$ cat src/rtl/mod_pkg.sv
// ---------------------------------------------------------------------------
// mod_pkg
//   Shared definitions for the mod / reconstruct arithmetic blocks:
//   FSM state encoding, default operand width and counter-width helper.
//   Optional feature macro used by the blocks importing this package:
//     MOD_RECON_CHECK_EN
// ---------------------------------------------------------------------------
package mod_pkg;

   localparam int WIDTH_DEF = 32;

   typedef enum logic [1:0] {
      ST_IDLE = 2'd0,
      ST_LOAD = 2'd1,
      ST_RUN  = 2'd2,
      ST_DONE = 2'd3
   } state_t;

   // Width of the RUN-cycle counter; never narrower than one bit.
   function automatic int cnt_w(input int w);
      return (w > 1) ? $clog2(w) : 1;
   endfunction

   localparam int CNT_W_DEF = cnt_w(WIDTH_DEF);

endpackage

$ cat src/rtl/mod_reconstruct_cu.sv
// ---------------------------------------------------------------------------
// mod_reconstruct_cu
//   Control unit of the shift-add reconstruct block: IDLE/LOAD/RUN/DONE FSM,
//   RUN-cycle counter and the busy / done outputs.
//   Ports:
//     clk    in   clock, rising edge
//     reset  in   asynchronous, active-low
//     start  in   request, sampled only in IDLE
//     last   in   counter has reached WIDTH-1 (computed by the top level)
//     state  out  current FSM state (encoding from mod_pkg)
//     cnt    out  RUN-cycle counter
//     busy   out  high in LOAD and RUN
//     done   out  one-cycle pulse, aligned with the result register update
//   Macro: MOD_RECON_CHECK_EN has no effect on this unit.
// ---------------------------------------------------------------------------
module mod_reconstruct_cu
   import mod_pkg::*;
#(
   parameter int WIDTH = WIDTH_DEF,
   localparam int CNT_W = cnt_w(WIDTH)
) (
   input  logic             clk,
   input  logic             reset,
   input  logic             start,
   input  logic             last,
   output logic [1:0]       state,
   output logic [CNT_W-1:0] cnt,
   output logic             busy,
   output logic             done
);

   state_t           r_state;
   state_t           w_next;
   logic [CNT_W-1:0] r_cnt;
   logic             r_done;

   always_ff @(posedge clk or negedge reset) begin
      if (!reset) begin
         r_state <= ST_IDLE;
         r_cnt   <= '0;
         r_done  <= 1'b0;
      end else begin
         r_state <= w_next;
         // done is registered on the DONE cycle, the same edge that loads
         // the result register, so done and a valid result appear together.
         r_done  <= (r_state == ST_DONE);
         case (r_state)
            ST_LOAD: r_cnt <= '0;
            ST_RUN:  r_cnt <= r_cnt + CNT_W'(1);
            default: r_cnt <= r_cnt;
         endcase
      end
   end

   always_comb begin
      w_next = r_state;
      case (r_state)
         ST_IDLE: if (start) w_next = ST_LOAD;
         ST_LOAD: w_next = ST_RUN;
         ST_RUN:  if (last) w_next = ST_DONE;
         ST_DONE: w_next = ST_IDLE;
         default: w_next = ST_IDLE;
      endcase
   end

   assign state = r_state;
   assign cnt   = r_cnt;
   assign busy  = (r_state == ST_LOAD) || (r_state == ST_RUN);
   assign done  = r_done;

endmodule

$ cat src/rtl/mod_reconstruct_dp.sv
// ---------------------------------------------------------------------------
// mod_reconstruct_dp
//   Datapath of the reconstruct block: shift-add multiplier with the
//   accumulator preloaded with the addend, so acc ends at q*b + r.
//   Ports:
//     clk     in   clock, rising edge
//     reset   in   asynchronous, active-low
//     state   in   FSM state from the control unit
//     q, b, r in   quotient, divisor, remainder (latched in LOAD)
//     result  out  2*WIDTH-bit q*b + r, loaded in DONE, held until next LOAD
//     err     out  invalid mod triple flag
//   Macro MOD_RECON_CHECK_EN: when defined, LOAD registers
//   err = (b == 0) || (r >= b); otherwise err is tied 0.
// ---------------------------------------------------------------------------
module mod_reconstruct_dp
   import mod_pkg::*;
#(
   parameter int WIDTH = WIDTH_DEF
) (
   input  logic               clk,
   input  logic               reset,
   input  logic [1:0]         state,
   input  logic [WIDTH-1:0]   q,
   input  logic [WIDTH-1:0]   b,
   input  logic [WIDTH-1:0]   r,
   output logic [2*WIDTH-1:0] result,
   output logic               err
);

   state_t             w_state;
   logic [WIDTH-1:0]   r_mq;
   logic [2*WIDTH-1:0] r_mb;
   logic [2*WIDTH-1:0] r_acc;
   logic [2*WIDTH-1:0] r_result;

   assign w_state = state_t'(state);

   // acc cannot overflow: (2^W-1)^2 + (2^W-1) < 2^(2W).
   always_ff @(posedge clk or negedge reset) begin
      if (!reset) begin
         r_mq     <= '0;
         r_mb     <= '0;
         r_acc    <= '0;
         r_result <= '0;
      end else begin
         case (w_state)
            ST_LOAD: begin
               r_mq  <= q;
               r_mb  <= {{WIDTH{1'b0}}, b};
               r_acc <= {{WIDTH{1'b0}}, r};
            end
            ST_RUN: begin
               if (r_mq[0]) r_acc <= r_acc + r_mb;
               r_mb <= r_mb << 1;
               r_mq <= r_mq >> 1;
            end
            ST_DONE: r_result <= r_acc;
            default: ;
         endcase
      end
   end

   assign result = r_result;

`ifdef MOD_RECON_CHECK_EN
   logic r_err;

   always_ff @(posedge clk or negedge reset) begin
      if (!reset) begin
         r_err <= 1'b0;
      end else if (w_state == ST_LOAD) begin
         r_err <= (b == '0) || (r >= b);
      end
   end

   assign err = r_err;
`else
   assign err = 1'b0;
`endif

endmodule

$ cat src/rtl/mod_reconstruct.sv
// ---------------------------------------------------------------------------
// mod_reconstruct
//   Multi-cycle shift-add unit computing result = q*b + r, the inverse of the
//   mod/divide unit. Rebuilds a dividend from quotient, divisor, remainder.
//   Latency: start sampled in IDLE at edge N -> done high after edge N+WIDTH+2.
//   Ports:
//     clk        in   clock, rising edge
//     reset      in   asynchronous, active-low; clears all state
//     start      in   request, sampled only in IDLE (no queueing)
//     q, b, r    in   quotient, divisor, remainder
//     busy       out  high in LOAD and RUN
//     done       out  one-cycle pulse when result becomes valid
//     result     out  q*b + r, held until the next LOAD
//     err        out  invalid mod triple (only with MOD_RECON_CHECK_EN)
//     dbg_state  out  current FSM state (mod_pkg::state_t encoding)
//   Macro: MOD_RECON_CHECK_EN enables the err check; default build ties err 0.
// ---------------------------------------------------------------------------
module mod_reconstruct
   import mod_pkg::*;
#(
   parameter int WIDTH = WIDTH_DEF
) (
   input  logic               clk,
   input  logic               reset,
   input  logic               start,
   input  logic [WIDTH-1:0]   q,
   input  logic [WIDTH-1:0]   b,
   input  logic [WIDTH-1:0]   r,
   output logic               busy,
   output logic               done,
   output logic [2*WIDTH-1:0] result,
   output logic               err,
   output logic [1:0]         dbg_state
);

   localparam int CNT_W = cnt_w(WIDTH);

   logic [1:0]       w_state;
   logic [CNT_W-1:0] w_cnt;
   logic             w_last;

   assign w_last = (w_cnt == CNT_W'(WIDTH - 1));

   mod_reconstruct_cu #(.WIDTH(WIDTH)) u_cu (
      .clk   (clk),
      .reset (reset),
      .start (start),
      .last  (w_last),
      .state (w_state),
      .cnt   (w_cnt),
      .busy  (busy),
      .done  (done)
   );

   mod_reconstruct_dp #(.WIDTH(WIDTH)) u_dp (
      .clk    (clk),
      .reset  (reset),
      .state  (w_state),
      .q      (q),
      .b      (b),
      .r      (r),
      .result (result),
      .err    (err)
   );

   assign dbg_state = w_state;

endmodule

$ cat config.mk
export PLATFORM = sky130hd
export DESIGN_NAME = mod_reconstruct
export DESIGN_NICKNAME = d
export VERILOG_FILES = /design/src/rtl/mod_pkg.sv /design/src/rtl/mod_reconstruct_cu.sv /design/src/rtl/mod_reconstruct_dp.sv /design/src/rtl/mod_reconstruct.sv
export SDC_FILE = /design/constraint.sdc
export NUM_CORES = 1
export LEC_CHECK = 0
export CAP_MARGIN = 20
export CORE_MARGIN = 8
export CORE_UTILIZATION = 55
export DETAILED_ROUTE_END_ITERATION = 8
export GPL_TIMING_DRIVEN = 0
export PLACE_DENSITY = 0.79
export SETUP_SLACK_MARGIN = 0.4
export SYNTH_ARGS = -nofsm -noshare
export SYNTH_HDL_FRONTEND = slang
export SYNTH_SLANG_ARGS = --single-unit
$ cat constraint.sdc
create_clock -name clk -period 6.07 [get_ports clk]
set_input_delay 0.607 -clock clk [delete_from_list [all_inputs] [get_ports clk]]
set_output_delay 0.607 -clock clk [all_outputs]
set_load 0.02 [all_outputs]
Word-level counts from Yosys, hierarchy flattened
Cells that the tools add are included.
{ "op_classes": {"n_div": 0, "magnitude_cmp": 0, "n_mux": 8, "n_addsub": 2, "n_eq_ne": 7, "n_shift": 0, "mul": 0, "bitwise_logic": 0, "reduce_logical": 5} }
{ "op_table": {"columns": ["operator", "count"], "rows": [
  ["one-hot mux 64 bit (2 select lines)", 2],
  ["adder 64 bit", 1],
  ["two-way mux 64 bit", 1],
  ["one-hot mux 32 bit (2 select lines)", 1],
  ["one-hot mux 5 bit (2 select lines)", 1],
  ["one-hot mux 2 bit (4 select lines)", 1],
  ["adder 5 x 1 -> 5 bit, second input constant", 1],
  ["== test 5 bit, second input constant", 1],
  ["== test 2 bit, second input constant", 2],
  ["two-way mux 2 bit", 2],
  ["inequality test 2 x 1 -> 1 bit, second input constant", 2],
  ["AND reduction 2 bit", 2],
  ["== test 2 x 1 -> 1 bit, second input constant", 1],
  ["zero test 2 bit", 1],
  ["inequality test 2 bit, second input constant", 1],
  ["nonzero test 2 bit", 1],
  ["logical OR 1 bit", 1]
]} }
{ "word_totals": {"reg_bits": 232, "word_cells": 29, "input_bits": 99, "rom_bits": 0, "n_memories": 0, "latchBits": 0, "ram_bits": 0} }

Longest topological paths before layout
Gate-level depths: netlist of the first run.
{ "depth": {"depth_word": 3, "ltp_mapped": 12} }

Modules after synthesis
Synthesis of the first run repeated with hierarchy kept, for this count alone.
{ "unflattened": {"cells_unflattened": 1374, "area_unflattened_um2": 13301.5} }
{ "by_module_without_submodules": {"columns": ["module", "cells_each", "area_each_um2", "n_inst"], "rows": [
  ["mod_reconstruct_dp", 1336, 12886.1, 1],
  ["mod_reconstruct_cu", 35, 402.9, 1],
  ["mod_reconstruct", 3, 12.5, 1]
]} }

Least setup slack after synthesis of the first run
OpenSTA, ideal clock, no wires.
{ "synth_path": {"kind": "reg-to-reg", "start": "reg u_dp.r_acc[0]", "end": "reg u_dp.r_acc[60]", "t_arrival_ns": 2.732, "path_slack_ns": 3.208, "period_less_slack_ns": 2.862, "path_buffers": 0, "path_stages_with_launch": 13, "setup_time_ns": 0.131, "required_time_ns": 5.939, "cell_sequence": "dfrtp_1 -> ha_1 -> fa_1 -> a211oi_1 -> nor4_1 -> o21ai_1 -> a21oi_1 -> nor4_2 -> o31ai_2 -> a41oi_2 -> o21ai_2 -> xnor2_1 -> o21ai_1"} }
{ "synth_between": {"elab_chain_len": 3} }
{ "synth_lines": {"columns": ["item", "line", "source"], "rows": [
  ["from (decl)", "mod_reconstruct_dp.sv:33", "logic [2*WIDTH-1:0] r_acc;"],
  ["from (signal assigned)", "mod_reconstruct_dp.sv:50", "r_acc <= {{WIDTH{1'b0}}, r};"],
  ["from (signal assigned)", "mod_reconstruct_dp.sv:53", "if (r_mq[0]) r_acc <= r_acc + r_mb;"],
  ["adder 64 bit", "mod_reconstruct_dp.sv:53", null],
  ["two-way mux 64 bit", "mod_reconstruct_dp.sv:53", null],
  ["one-hot mux 64 bit (2 select lines)", "mod_reconstruct_dp.sv:46", "case (w_state)"]
]} }
No other way between the ends. The select of a mux whose other input is x is not followed.
A chain may end at the register's enable or synchronous reset.

Final worst setup path of the first run
{ "layout_path": {"start": "reg u_dp.r_mb[0]", "end": "reg u_dp.r_acc[60]"} }
{ "layout_between": {"elab_chain_len": 3} }
{ "layout_lines": {"columns": ["item", "line", "source"], "rows": [
  ["from (decl)", "mod_reconstruct_dp.sv:32", "logic [2*WIDTH-1:0] r_mb;"],
  ["from (signal assigned)", "mod_reconstruct_dp.sv:49", "r_mb <= {{WIDTH{1'b0}}, b};"],
  ["from (signal assigned)", "mod_reconstruct_dp.sv:54", "r_mb <= r_mb << 1;"],
  ["adder 64 bit", "mod_reconstruct_dp.sv:53", null],
  ["two-way mux 64 bit", "mod_reconstruct_dp.sv:53", null],
  ["one-hot mux 64 bit (2 select lines)", "mod_reconstruct_dp.sv:46", null]
]} }
No other way between the ends. The select of a mux whose other input is x is not followed.

==> key figures, run 1 <==
Layout
  – Area delta synth->final: 22.0%
  – Layout Utilization: 67.9%
  – Finished Layout Cells: 1,925
  – Register Area: 0.00581 mm²
  – Share of cells above drive strength 1: 9.18%
  – Fill cells: 1,968
  – Area of the multi-input gates: 0.00707 mm²
  – Diodes inserted: 0
  – NumNets Final: 1,752

Global route
  – GRT Total Usage: 25.6%
  – Vias in the first global route: 11,600
  – Gr ovfl total: 0
  – Largest net degree at the start of global routing: 122
  – Initial antenna violation count: 2
  – First-pass GRT wire length: 60,900 µm

Setup path
  – Crit-path cells: ha_1 > fa_1 > a211oi_1 > nor4_1 > o21ai_1 > a21oi_1 > nor4_2 > o31ai_2 > a41oi_2 > o21ai_2 > xnor2_1 > o21ai_1
  – Required time of the critical path: 6.46 ns
  – Worst Setup End Kind: flip-flop
  – Slowest cell on the critical path: nor4_2
  – Crit Reg-Reg Endpoint: u_dp.r_acc[60]
  – Crit path kind: flip-flop to flip-flop
  – Crit path arrival time: 4.07 ns
  – FF-to-FF path depth: 12
  – Maximum fanout along the worst path: 4
  – Crit path top cell by count: o21ai_1
  – Flop-to-flop setup slack: 2.39 ns
  – Reg2reg start: u_dp.r_mb[0]
  – Crit path launch type: flip-flop
  – Worst path max stage delay: 0.52 ns

Worst hold path
  – Hold/Removal Path Class: primary input to asynchronous set/reset pin

Synthesis
  – Synth warnings: 0
  – Yosys top cell area share: 43.3%
  – Seq cells post-synth: 232
  – Seq/Total Area, Yosys: 43.3%
  – Gate count of the mapped netlist: 1,390
  – Post-synth top area cell: dfrtp_1
  – Most numerous cell in the Yosys netlist: dfrtp_1
  – Ranking of synthesized cells by area: dfrtp_1 43%, ha_1 6.4%, mux2i_1 5.8%
  – Synth cell count leaders: 232 x dfrtp_1, 148 x a21oi_1, 107 x nor2_1
  – Library cells used by synthesis: 75
  – Dominant synthesized flop cell: dfrtp_1
  – Asr flop ratio synth: 100%
  – Syn nets: 1,559
  – Post-synthesis area per instance: 9.65 µm²
  – Number of synthesized flops with an enable pin: 0
  – Synthesized area: 0.0134 mm²

Timing
  – Final hold violation count: 0
  – Slew of the pin with the lowest slew margin: 1.00 ns
  – RSZ-0062 raised after global routing: no
  – Part of the cycle the worst path needs: 60.6%
  – Min Tclk post-route: 3.68 ns
  – Maximum clock frequency: 0.272 GHz
  – Total negative slack: 0 ns
  – Final setup fails: 0
  – Fin. max-slew vios: 0
  – Slew HR: 32.9%
  – Worst Hold Slack: 0.113 ns
  – Worst Clk Skew: 0.0151 ns
  – Worst setup margin: 2.39 ns

Floorplanning
  – Std cell rows: 57
  – Die footprint: 0.0297 mm²
  – Initial Util: 55.7%
  – Die Height: 172 µm
  – Die Wd: 172 µm
  – I/O Pins: 168
  – Core ar.: 0.0241 mm²

CTS
  – Skew-Pair Late Insertion Delay: 0.52 ns
  – Post-CTS Hold Buffers: 0
  – CTS tree: done
  – Setup Buffers After CTS: 0
  – Sink Count: 232
  – Num CTS Buffers: 24
  – Cts repair resizes: 0
  – Clock root buffer: clkbuf_16
  – Htree depth: 1
  – Max clock buf depth: 3
  – Clock-pin slew on the worst setup and hold paths: 0.07 ns

Drt
  – Via/cell ratio: 5.88
  – Routed Antenna Nets: 0
  – Wire per inst: 19.5 µm
  – Vias: 11,300
  – Routed wire length: 37,500 µm
  – TritonRoute pass-1 iters: 5
  – DRC errors left: 0
  – Iter 0 DRT Violations: 916

Place
  – Placement Setup Slack: 2.53 ns
  – Post-Place Cells: 1,881
  – DP HPWL: 28,100 µm
  – Routability cong.: 0.932
  – Port buffer count: 166

Power
  – VDD IR max: 0.309 mV
  – Leakage power: 7.15 nW
  – P per Cell Area: 563 mW/mm²

Job
  – Maxcap violations: 0

Outcome
  – Status: finished clean
## metal layers
layer / global-route usage (%) / share of wire (%) / up-vias
met5: 0 / 0.059 / -
met4: 7.68 / 2.7 / 4
met3: 6.62 / 8.4 / 74
met2: 40.4 / 45 / 367
met1: 34.3 / 44 / 5499
li1: - / - / 5376
## where the power goes
group          total [mW]  internal, mW  switching, mW
combinational        5.19          2.01           3.18
clock                1.58         0.970          0.608
sequential           2.46          2.06          0.404
## final cells by class
cell class	count	share of cell area, %
Multi-Input combinational cell	1018	43.2
Timing Repair Buffer	167	10.3
Tap cell	324	2.48
Clock inverter	11	0.963
Buffer	86	2.09
Sequential cell	232	35.5
Clock buffer	33	4.25
Inverter	54	1.24
## placed cells by master (no fill, tap or decap), types with 6 or more instances in the layout
master / count
o22ai_1: 7
xnor2_1: 34
dfrtp_1: 232
ha_1: 69
xor2_1: 24
a221o_1: 6
a22oi_1: 9
o21bai_1: 9
nor2_1: 107
buf_2: 10
clkdlybuf4s50_1: 165
a31oi_1: 8
clkbuf_1: 69
nand2_1: 87
clkinv_2: 6
a21oi_1: 148
nor3_1: 8
o21a_1: 8
o21ai_1: 18
a21o_1: 45
mux2_2: 65
inv_1: 53
mux2i_1: 78
o21ai_0: 96
buf_1: 9
a211oi_1: 18
nand3_1: 53
clkbuf_16: 25
nand4_1: 14
nor2b_1: 23
## registers in the layout, indices dropped and copies added, names as in the netlist
register     cells
u_dp.r_mb       64
u_dp.result     64
u_dp.r_mq       32
u_cu.state       2
u_cu.done        1
u_dp.r_acc      64
u_cu.cnt         5
## worst max-delay path by stage
stage | end | depth (start not counted) | slack, ns | start
2_1_floorplan | u_dp.r_acc[60] | 12 | 3.21 | u_dp.r_acc[0]
3_3_place_gp | u_dp.r_mb[18] | 1 | -5.31 | reset
6_report | u_dp.r_acc[60] | 12 | 2.39 | u_dp.r_mb[0]
4_1_cts | u_dp.r_acc[60] | 12 | 2.44 | u_dp.r_mb[0]
5_1_grt | u_dp.r_acc[60] | 12 | 2.18 | u_dp.r_mb[0]
3_5_place_dp | u_dp.r_acc[60] | 12 | 2.53 | u_dp.r_mb[0]
## kinds of logic (layout without fill, tap and decap cells)
| kind of cell | after synthesis | in the layout | synth area share (%) |
|---|---|---|---|
| XOR/XNOR | 58 | 58 | 3.79 |
| AO/OA/AOI/OAI | 417 | 417 | 19.3 |
| other | 1 | 1 | 0.0279 |
| AND/OR/NAND/NOR | 329 | 329 | 11.7 |
| buffers and inverters | 140 | 351 | 4.06 |
| multiplexers | 143 | 143 | 11.3 |
| adder cells (fa/ha/maj) | 70 | 70 | 6.58 |
| flip-flops | 232 | 232 | 43.3 |
## metrics by stage
| stage | total power [mW] | area (µm²) |
|---|---|---|
| 3_3_place_gp | 7.44 | 15500 |
| 2_1_floorplan | 5.99 | 13400 |
| 6_report | 9.23 | 16400 |
| 5_1_grt | 9.90 | 16400 |
| 4_1_cts | 9.21 | 16400 |
| 3_5_place_dp | 7.58 | 15500 |
## critical path, delay by kind of cell, from the launching register on
| kind | cells | cell delay [ns] |
|---|---|---|
| compound gates | 7 | 1.58 |
| xor+xnor | 1 | 0.20 |
| fa+ha+maj | 2 | 0.68 |
| flops | 1 | 0.42 |
| simple gates | 2 | 0.67 |
Note: power is estimated with default switching activity, not from simulation.
==> run 2, diff against run 1 <==
==> constraint.sdc (replaced) <==
create_clock -name clk -period 3.52 [get_ports clk]
set_input_delay 0.352 -clock clk [delete_from_list [all_inputs] [get_ports clk]]
set_output_delay 0.352 -clock clk [all_outputs]
set_load 0.02 [all_outputs]
==> run 2 against run 1 <==
  * Critical path depth is the same
  * Sequential share of layout area down 1.1 points
  * First-iteration DRC count increased by 4.7%
  * Hold slack gained 0.34 ns
  * Cell area increased by 3.2%
  * Routed wire length rose by 2.4%
  * Non-clock buffer count is 21 higher
==> key figures, run 2 (same netlist as run 1, synthesis figures left out) <==
Setup path
  – Crit path launch type: flip-flop
  – Crit path arrival time: 3.57 ns
  – Crit-path cells: ha_1 > a21oi_1 > o21ai_0 > a22oi_2 > a21oi_4 > nor4_4 > buf_4 > o31ai_4 > a41oi_4 > o21bai_2 > xnor2_1 > o21ai_1
  – Maximum fanout along the worst path: 6
  – Slowest cell on the critical path: o21ai_0
  – Worst path max stage delay: 0.45 ns
  – Crit path kind: flip-flop to flip-flop
  – Worst Setup End Kind: flip-flop
  – Required time of the critical path: 3.90 ns

Place
  – Port buffer count: 166
  – Post-Place Cells: 1,881
  – Routability cong.: 0.932
  – DP HPWL: 28,100 µm

Drt
  – Wire per inst: 19.7 µm
  – Met2 WL: 17,500 µm
  – Vias: 11,500
  – Top Layer Used: met5
  – Met3 WL: 3220 µm
  – Wire length on met1: 16,500 µm
  – TritonRoute pass-1 iters: 5
  – Routed Antenna Nets: 0
  – Via/cell ratio: 5.91
  – Routed wire length: 38,400 µm
  – DRC errors left: 0
  – Iter 0 DRT Violations: 959

Floorplanning
  – Die footprint: 0.0297 mm²
  – Die Height: 172 µm
  – Std cell rows: 57
  – Die Wd: 172 µm
  – Core ar.: 0.0241 mm²
  – I/O Pins: 168
  – Initial Util: 55.7%

Timing
  – Final setup fails: 0
  – Maximum clock frequency: 0.313 GHz
  – Worst Clk Skew: 0.0170 ns
  – Total negative slack: 0 ns
  – Final hold violation count: 0
  – Part of the cycle the worst path needs: 90.7%
  – RSZ-0062 raised after global routing: yes
  – Fin. max-slew vios: 0
  – Slew HR: 42.2%
  – Min Tclk post-route: 3.19 ns
  – Slew of the pin with the lowest slew margin: 0.867 ns

Layout
  – Area delta synth->final: 25.9%
  – Highest-count cells in the layout ignoring fill and taps: 230 x dfrtp_1, 165 x clkdlybuf4s50_1, 142 x a21oi_1
  – NumNets Final: 1,773
  – Commonest non-fill, non-tap cell in the layout: dfrtp_1
  – Finished Layout Cells: 1,946
  – Share of cells above drive strength 1: 13.0%
  – Diodes inserted: 0

Outcome
  – Status: finished clean

Global route
  – Vias in the first global route: 11,700
  – Largest net degree at the start of global routing: 122
  – GRT Total Usage: 25.8%
  – First-pass GRT wire length: 61,200 µm
  – Initial antenna violation count: 2
  – Gr ovfl total: 0

CTS
  – Clock-pin slew on the worst setup and hold paths: 0.06 ns
  – Sink Count: 232
  – Num CTS Buffers: 24
  – Skew-Pair Late Insertion Delay: 0.53 ns
  – Htree depth: 1
  – CTS tree: done
  – Max clock buf depth: 3
  – Clock root buffer: clkbuf_16

Power
  – P per Cell Area: 991 mW/mm²
  – Final Power: 16.7 mW
  – Leakage power: 7.33 nW
  – VDD IR max: 0.543 mV

Job
  – Maxcap violations: 0

Worst hold path
  – Hold/Removal Path Class: primary input to asynchronous set/reset pin
==> run 2: final cells by class <==
cell class / instances / area (µm²)
plain buffers: 86 / 374
clock inverters: 11 / 158
clock buffers: 33 / 696
inverters: 54 / 203
multi-input cells: 1018 / 7390
well taps: 324 / 405
flip-flops and latches: 232 / 5810
repair buffers: 188 / 1850
fillers: 1897 / 7210
==> run 2: metal layers <==
layer  GRT usage (%)  up-vias
li1                -     5413
met1            34.6     5594
met2            40.6      407
met3            6.71       86
met4            7.76        4
met5               0        -
==> run 2: per-stage QoR <==
step / utilization [%] / hold WS (ns) / cell area [µm²] / worst slack [ns]
6_report: 70.1 / 0.453 / 16900 / 0.329
4_1_cts: 68.7 / 0.443 / 16600 / 0.406
2_1_floorplan: - / 0.0564 / 13400 / 0.658
5_1_grt: 70.1 / 0.465 / 16900 / 0.242
3_5_place_dp: 64.4 / 0.447 / 15500 / -0.0165
3_3_place_gp: 64.2 / 0.489 / 15500 / -7.61
==> run 2: power breakdown <==
group	total [mW]	internal [mW]	switching, mW
clock	2.73	1.67	1.05
sequential	4.29	3.55	0.737
combinational	9.72	3.95	5.78
==> run 2: path summary, 6_finish.rpt <==
kind,slack (ns),end,startpoint,cells after the start
hold / removal,0.45,u_dp.result[57],reset,2
setup reg to reg,0.33,u_dp.r_acc[52],u_dp.r_mb[7],12
max in group asynchronous,1.98,u_dp.r_acc[21],reset,3
setup / recovery,0.33,u_dp.r_acc[52],u_dp.r_mb[7],12
hold reg to reg,0.50,u_dp.result[52],u_dp.result[52],1
min in group clk,0.45,u_dp.r_acc[3],r[3],3
==> run 2: timing repair <==
action,in CTS,in global routing
endpoints found under the hold margin,111,0
hold buffers,1,0
endpoints found under the setup margin,29,43
pin swaps,12,18
gates resized for setup,22,56
buffers inserted,7,13
==> run 2: critical path: cells and delay by family, from the launching register on <==
family                   cells  cell delay [ns]
buffers and inverters        1             0.17
AND/OR/NAND/NOR              1             0.05
AO/OA/AOI/OAI                8             1.84
adder cells (fa/ha/maj)      1             0.44
flip-flops                   1             0.41
XOR/XNOR                     1             0.15
